--- src/rtl/mem_pkg.sv ---
// Shared definitions for the memory-to-memory copy DMA.
//   DEFAULT_*   : default widths/sizes used by the DMA and its address generators
//   WORD_BYTES  : bytes per memory word; addresses step by this amount
//   dma_state_t : copy engine state encoding
package mem_pkg;

  localparam int unsigned DEFAULT_DATA_WIDTH = 32;
  localparam int unsigned DEFAULT_ADDR_WIDTH = 32;
  localparam int unsigned DEFAULT_MEM_SIZE   = 1024;
  localparam int unsigned WORD_BYTES         = 4;

  typedef enum logic [2:0] {
    StIdle,
    StFirst,   // read word 0 only
    StStream,  // read word i+1, write word i
    StLast,    // write final word only
    StDone
  } dma_state_t;

endpackage

--- src/rtl/mem_copy_addr_gen.sv ---
// Byte-address generator: loads a base address and steps it by one word.
// Ports:
//   clk, rst   : clock and synchronous active-high reset (clears to 0)
//   load       : capture load_addr (has priority over inc)
//   load_addr  : base byte address
//   inc        : advance by WORD_BYTES
//   addr       : current byte address
module mem_copy_addr_gen
  import mem_pkg::*;
#(
  parameter int unsigned ADDR_WIDTH = DEFAULT_ADDR_WIDTH
) (
  input  logic                  clk,
  input  logic                  rst,
  input  logic                  load,
  input  logic [ADDR_WIDTH-1:0] load_addr,
  input  logic                  inc,
  output logic [ADDR_WIDTH-1:0] addr
);

  logic [ADDR_WIDTH-1:0] addr_q;

  always_ff @(posedge clk) begin
    if (rst) begin
      addr_q <= '0;
    end else if (load) begin
      addr_q <= load_addr;
    end else if (inc) begin
      addr_q <= addr_q + ADDR_WIDTH'(WORD_BYTES);
    end
  end

  assign addr = addr_q;

endmodule

--- src/rtl/mem_copy_dma.sv ---
// Word-granular memory copy engine driving one DataMemory read port and one
// write port. Streams one word per cycle after a single cycle of read lead-in.
// Ports:
//   clk, rst              : clock and synchronous active-high reset
//   start, src_addr,
//   dst_addr, len         : copy command, accepted only while idle
//   abort                 : cancel an active copy (write suppressed that cycle)
//   busy, done, err       : status; done is a one-cycle pulse qualified by err
//   words_done            : words written for the current/last command
//   mem_we, mem_addr,
//   mem_wdata             : DataMemory write port
//   mem_raddr, mem_rdata  : DataMemory read port (rdata one cycle after raddr)
module mem_copy_dma
  import mem_pkg::*;
#(
  parameter int unsigned DATA_WIDTH = DEFAULT_DATA_WIDTH,
  parameter int unsigned ADDR_WIDTH = DEFAULT_ADDR_WIDTH,
  parameter int unsigned MEM_SIZE   = DEFAULT_MEM_SIZE,
  parameter int unsigned LEN_WIDTH  = 16
) (
  input  logic                  clk,
  input  logic                  rst,
  input  logic                  start,
  input  logic [ADDR_WIDTH-1:0] src_addr,
  input  logic [ADDR_WIDTH-1:0] dst_addr,
  input  logic [LEN_WIDTH-1:0]  len,
  input  logic                  abort,
  output logic                  busy,
  output logic                  done,
  output logic                  err,
  output logic [LEN_WIDTH-1:0]  words_done,
  output logic                  mem_we,
  output logic [ADDR_WIDTH-1:0] mem_addr,
  output logic [DATA_WIDTH-1:0] mem_wdata,
  output logic [ADDR_WIDTH-1:0] mem_raddr,
  input  logic [DATA_WIDTH-1:0] mem_rdata
);

  localparam int unsigned AlignBits = $clog2(WORD_BYTES);

  dma_state_t           state_q;
  logic                 busy_q;
  logic                 done_q;
  logic                 err_q;
  logic [LEN_WIDTH-1:0] words_q;
  logic [LEN_WIDTH-1:0] len_q;

  logic [ADDR_WIDTH-1:0] src_cur;
  logic [ADDR_WIDTH-1:0] dst_cur;
  logic                  accept;
  logic                  read_en;
  logic                  write_en;

  // Range check is done one bit wider than the address so that the end-of-range
  // sum itself cannot wrap.
  logic [ADDR_WIDTH:0] src_end;
  logic [ADDR_WIDTH:0] dst_end;
  logic [ADDR_WIDTH:0] mem_limit;
  logic                reject;

  assign src_end   = {1'b0, src_addr >> AlignBits} + (ADDR_WIDTH + 1)'(len);
  assign dst_end   = {1'b0, dst_addr >> AlignBits} + (ADDR_WIDTH + 1)'(len);
  assign mem_limit = (ADDR_WIDTH + 1)'(MEM_SIZE);
  assign reject    = (src_addr[AlignBits-1:0] != '0) || (dst_addr[AlignBits-1:0] != '0) ||
                     (src_end > mem_limit) || (dst_end > mem_limit);

  assign accept   = (state_q == StIdle) && start;
  assign read_en  = (state_q == StFirst) || (state_q == StStream);
  // Abort suppresses the write of the cycle it arrives in.
  assign write_en = ((state_q == StStream) || (state_q == StLast)) && !abort;

  mem_copy_addr_gen #(
    .ADDR_WIDTH (ADDR_WIDTH)
  ) u_src_gen (
    .clk       (clk),
    .rst       (rst),
    .load      (accept),
    .load_addr (src_addr),
    .inc       (read_en),
    .addr      (src_cur)
  );

  mem_copy_addr_gen #(
    .ADDR_WIDTH (ADDR_WIDTH)
  ) u_dst_gen (
    .clk       (clk),
    .rst       (rst),
    .load      (accept),
    .load_addr (dst_addr),
    .inc       (write_en),
    .addr      (dst_cur)
  );

  always_ff @(posedge clk) begin
    if (rst) begin
      state_q <= StIdle;
      busy_q  <= 1'b0;
      done_q  <= 1'b0;
      err_q   <= 1'b0;
      words_q <= '0;
      len_q   <= '0;
    end else begin
      done_q <= 1'b0;
      unique case (state_q)
        StIdle: begin
          if (start) begin
            len_q   <= len;
            words_q <= '0;
            err_q   <= 1'b0;
            if (reject) begin
              state_q <= StDone;
              done_q  <= 1'b1;
              err_q   <= 1'b1;
            end else if (len == '0) begin
              state_q <= StDone;
              done_q  <= 1'b1;
            end else begin
              state_q <= StFirst;
              busy_q  <= 1'b1;
            end
          end
        end
        StFirst: begin
          if (abort) begin
            state_q <= StDone;
            busy_q  <= 1'b0;
            done_q  <= 1'b1;
            err_q   <= 1'b1;
          end else if (len_q == LEN_WIDTH'(1)) begin
            state_q <= StLast;
          end else begin
            state_q <= StStream;
          end
        end
        StStream: begin
          if (abort) begin
            state_q <= StDone;
            busy_q  <= 1'b0;
            done_q  <= 1'b1;
            err_q   <= 1'b1;
          end else begin
            words_q <= words_q + LEN_WIDTH'(1);
            // Word len-2 is being written now; only the final write remains.
            if (words_q == len_q - LEN_WIDTH'(2)) begin
              state_q <= StLast;
            end
          end
        end
        StLast: begin
          state_q <= StDone;
          busy_q  <= 1'b0;
          done_q  <= 1'b1;
          if (abort) begin
            err_q <= 1'b1;
          end else begin
            words_q <= words_q + LEN_WIDTH'(1);
          end
        end
        StDone: begin
          state_q <= StIdle;
        end
        default: begin
          state_q <= StIdle;
          busy_q  <= 1'b0;
        end
      endcase
    end
  end

  always_comb begin
    mem_we    = 1'b0;
    mem_addr  = '0;
    mem_wdata = '0;
    mem_raddr = '0;
    if (read_en) begin
      mem_raddr = src_cur;
    end
    if (write_en) begin
      mem_we    = 1'b1;
      mem_addr  = dst_cur;
      mem_wdata = mem_rdata;
    end
  end

  assign busy       = busy_q;
  assign done       = done_q;
  assign err        = err_q;
  assign words_done = words_q;

endmodule

--- config.mk ---
export PLATFORM = sky130hd
export DESIGN_NAME = mem_copy_dma
export DESIGN_NICKNAME = d
export VERILOG_FILES = /design/src/rtl/mem_pkg.sv /design/src/rtl/mem_copy_addr_gen.sv /design/src/rtl/mem_copy_dma.sv
export SDC_FILE = /design/constraint.sdc
export NUM_CORES = 1
export LEC_CHECK = 0
export CAP_MARGIN = 25
export CORE_MARGIN = 8
export CORE_UTILIZATION = 40
export CTS_CLUSTER_SIZE = 25
export DETAILED_ROUTE_END_ITERATION = 12
export PLACE_DENSITY = 0.68
export SLEW_MARGIN = 20
export SYNTH_ARGS = -nofsm -noshare
export SYNTH_HDL_FRONTEND = slang
export SYNTH_SLANG_ARGS = --single-unit
--- constraint.sdc ---
create_clock -name clk -period 4.05 [get_ports clk]
set_input_delay 0.405 -clock clk [delete_from_list [all_inputs] [get_ports clk]]
set_output_delay 0.405 -clock clk [all_outputs]
set_load 0.03 [all_outputs]
==> results.md <==
* Status: completed
* Synthesized area per cell at 7.04 um^2
* Wirelength, routed at 32.3 mm
* Number of gates resized after cts at 0
* Crit start category: primary input
* First-pass GRT wire length at 50.5 mm
* Worst endpoint required time at 4.33 ns
* Placement-stage cell area at 0.0113 mm^2
* Hold buffer count at CTS at 0
* Worst Setup End Kind: flip-flop
* Relative max-transition margin at 53.3%
* Depth of the CTS H-tree at 3
* Busiest layer in global routing: met2
* Count of flip-flops with a built-in enable after synthesis at 0
* DIE HEIGHT at 163 um
* Detailed-route DRC error count at 0
* Part of the cycle the worst path needs at 93.1%
* Post-route standard cell area excluding fillers at 0.0116 mm^2
* Master cell of the clock root buffer: sky130_fd_sc_hd__clkbuf_16
* M1 GR Usage at 30.6%
* Most frequent standard cell in the layout excluding fill and tap cells: sky130_fd_sc_hd__clkdlybuf4s50_1
* Setup violators final at 0
* Initial standard-cell utilization of the core at 40.8%
* Number of nets at the end of the flow at 1588
* Cell type with the highest aggregate area in the netlist: sky130_fd_sc_hd__dfxtp_1
* Number of slew-limit violations in the final report at 0
* Actual transition at the worst max-transition pin at 0.698 ns
* Clk sinks at 102
* Worst path arrival time at 4.05 ns
* ANT cells at 0
* Via count of the first global-routing pass at 9478
* Initial antenna violation count at 2
* Leading cell types in the layout, fill and taps excluded: 228 x sky130_fd_sc_hd__clkdlybuf4s50_1, 140 x sky130_fd_sc_hd__nand2_1, 132 x sky130_fd_sc_hd__nor2_1, 101 x sky130_fd_sc_hd__dfxtp_1, 99 x sky130_fd_sc_hd__a21oi_1
* Leakage dissipation at 4.37 nW
* TritonCTS buffer count at 9
* Post-route non-filler standard cell count at 1712
* Ratio of cells with drive above 1 in the final layout at 5.50%
* Pin count of the biggest net entering global routing at 64
* Width of the die at 163 um
* Final hold violation count at 0
* Setup Fix Bufs, Post-CTS at 0
* Clock tree from TritonCTS: built
* Final worst path period need at 3.77 ns
* P&R area growth vs syn at 34.6%
* Remaining antenna violation count at 0
* FFs w/ async S/R, synth at 0%
* Number of iterations in the first detailed-routing pass at 6
* Half-perimeter wire length after placement at 24.8 mm
* Maximum buffer depth of the clock tree at 2
* Power, Total at 2.77 mW
* Primary FF master, synth: sky130_fd_sc_hd__dfxtp_1
* Std cell rows at 53
* Synth Warn # at 0
* Count of vias placed by the detailed router at 10100
* Crit path max fanout at 4
* Fraction of the yosys area taken by sequential cells at 23.8%
* Yosys reg bits at 102
* Reg clk slew, reported paths at 0.07 ns
* Power per Cell Area at 239 mW/mm^2
* Core ar. at 0.0211 mm^2
* Synthesized netlist net count at 1374
* Port bufs at 231
* Clock insertion delay at the later pin of the skew report at 0.36 ns
* Setup repair after global routing missed its margin: no
* Met3 routing resource usage after global routing at 3.87%
* RD Place Congestion at 0.967
* Fmax at 0.265 GHz
* Highest ir drop seen on vdd at 0.000183 V
* Clk_skew at 0.00897 ns
* Maximum capacitance violations at 0
* # placed instances at 1698
* Count of routing violations after the opening detailed-route iteration at 1062
* Average via count per standard cell at 5.88
* GR Layer Usage met2 at 38.6%
* Post-synthesis instance area at 0.00859 mm^2
* Worst Hold Class: flip-flop to flip-flop
* Average detailed-routed wire length per instance at 18.9 um
* Synthesized instance count at 1220
* Area fraction of the dominant cell type after synthesis at 23.8%
* Total Routing Usage GR at 23.5%
* Die area at 0.0264 mm^2
* Synth unique cells at 69
* Synth area leaders: sky130_fd_sc_hd__dfxtp_1 24%, sky130_fd_sc_hd__nand2_1 6.2%, sky130_fd_sc_hd__a21oi_1 5.8%
* Number of top-level pins at 232
* Critical path type: primary input to flip-flop
* Residual overflow from global routing at 0
==> Yosys cell counts (10+ instances only) <==
master	n
sky130_fd_sc_hd__xor2_1	28
sky130_fd_sc_hd__a21oi_1	100
sky130_fd_sc_hd__dfxtp_1	102
sky130_fd_sc_hd__nand3_1	36
sky130_fd_sc_hd__ha_1	36
sky130_fd_sc_hd__and2_1	35
sky130_fd_sc_hd__nor3_1	29
sky130_fd_sc_hd__a31oi_1	22
sky130_fd_sc_hd__a211oi_1	29
sky130_fd_sc_hd__o211ai_1	10
sky130_fd_sc_hd__o21ai_0	77
sky130_fd_sc_hd__or3_1	16
sky130_fd_sc_hd__nor4_1	21
sky130_fd_sc_hd__a22oi_1	10
sky130_fd_sc_hd__and3_1	76
sky130_fd_sc_hd__nor2_1	133
sky130_fd_sc_hd__xnor2_1	39
sky130_fd_sc_hd__nand4_1	32
sky130_fd_sc_hd__inv_1	33
sky130_fd_sc_hd__clkbuf_1	64
sky130_fd_sc_hd__nand2b_1	12
sky130_fd_sc_hd__nand2_1	141
==> kinds of logic (layout without fill, tap and decap cells) <==
group                    after synthesis  in the layout  synth area share, %
AND/OR/NAND/NOR                      570            570                 33.3
AO/OA/AOI/OAI                        328            328                 24.4
buffers and inverters                105            322                 4.79
flip-flops                           102            102                 23.8
XOR/XNOR                              67             67                 6.83
adder cells (fa/ha/maj)               38             38                 5.71
multiplexers                          10             10                 1.21
==> layer usage <==
layer | share of wire [%] | wire length, um
met4 | 2.5 | 799
met2 | 47 | 15200
met1 | 43 | 13900
met5 | 0.037 | 12
met3 | 7.4 | 2390
==> registers in the layout (all words and copies together), names as in the netlist <==
name / count
u_src_gen.addr: 32
done: 1
u_dst_gen.addr: 32
state_q: 3
len_q: 16
words_done: 16
busy: 1
err: 1
==> cell type report <==
type | count | area [um^2]
Inverter | 33 | 124
Clock inverter | 3 | 22.5
Timing Repair Buffer | 275 | 2630
Multi-Input combinational cell | 1013 | 6160
Fill cell | 2052 | 9520
Sequential cell | 102 | 2040
Clock buffer | 11 | 243
Tap cell | 275 | 344
==> final timing paths <==
path	from	end	slack, ns	depth (start not counted)
worst max-delay path	len[0]	busy	0.28	12
worst min-delay path	u_dst_gen.addr[1]	u_dst_gen.addr[1]	0.45	2
worst max register to register	len_q[3]	state_q[0]	0.89	9
worst min register to register	u_dst_gen.addr[1]	u_dst_gen.addr[1]	0.45	2
==> stage by stage <==
| stage | utilization [%] | TNS, ns | worst slack (ns) | hold WS (ns) |
|---|---|---|---|---|
| floorplan | - | 0 | 0.641 | 0.432 |
| global placement | 53.6 | 0 | 0.0740 | 0.439 |
| detailed placement | 53.6 | -0.0174 | -0.0174 | 0.442 |
| CTS | 54.8 | 0 | 0.329 | 0.452 |
| global route | 54.8 | 0 | 0.0213 | 0.490 |
| finish | 54.8 | 0 | 0.279 | 0.451 |
==> critical path: stages <==
cell and delay, ns:
sky130_fd_sc_hd__clkdlybuf4s50_1 0.50, sky130_fd_sc_hd__ha_1 0.27, sky130_fd_sc_hd__fa_1 0.39, sky130_fd_sc_hd__a21o_1 0.18
sky130_fd_sc_hd__a221o_1 0.38, sky130_fd_sc_hd__a21oi_4 0.17, sky130_fd_sc_hd__nor3_1 0.06, sky130_fd_sc_hd__or4_1 0.46
sky130_fd_sc_hd__nor4_1 0.31, sky130_fd_sc_hd__nand4_1 0.16, sky130_fd_sc_hd__or4_1 0.58, sky130_fd_sc_hd__o22ai_1 0.17
==> where the power goes <==
part | total, mW | internal, mW | switching, mW
Sequential | 1.13 | 1.06 | 0.0678
Clock | 0.842 | 0.429 | 0.414
Combinational | 0.801 | 0.361 | 0.440
Power figures use the tool's default switching activity.
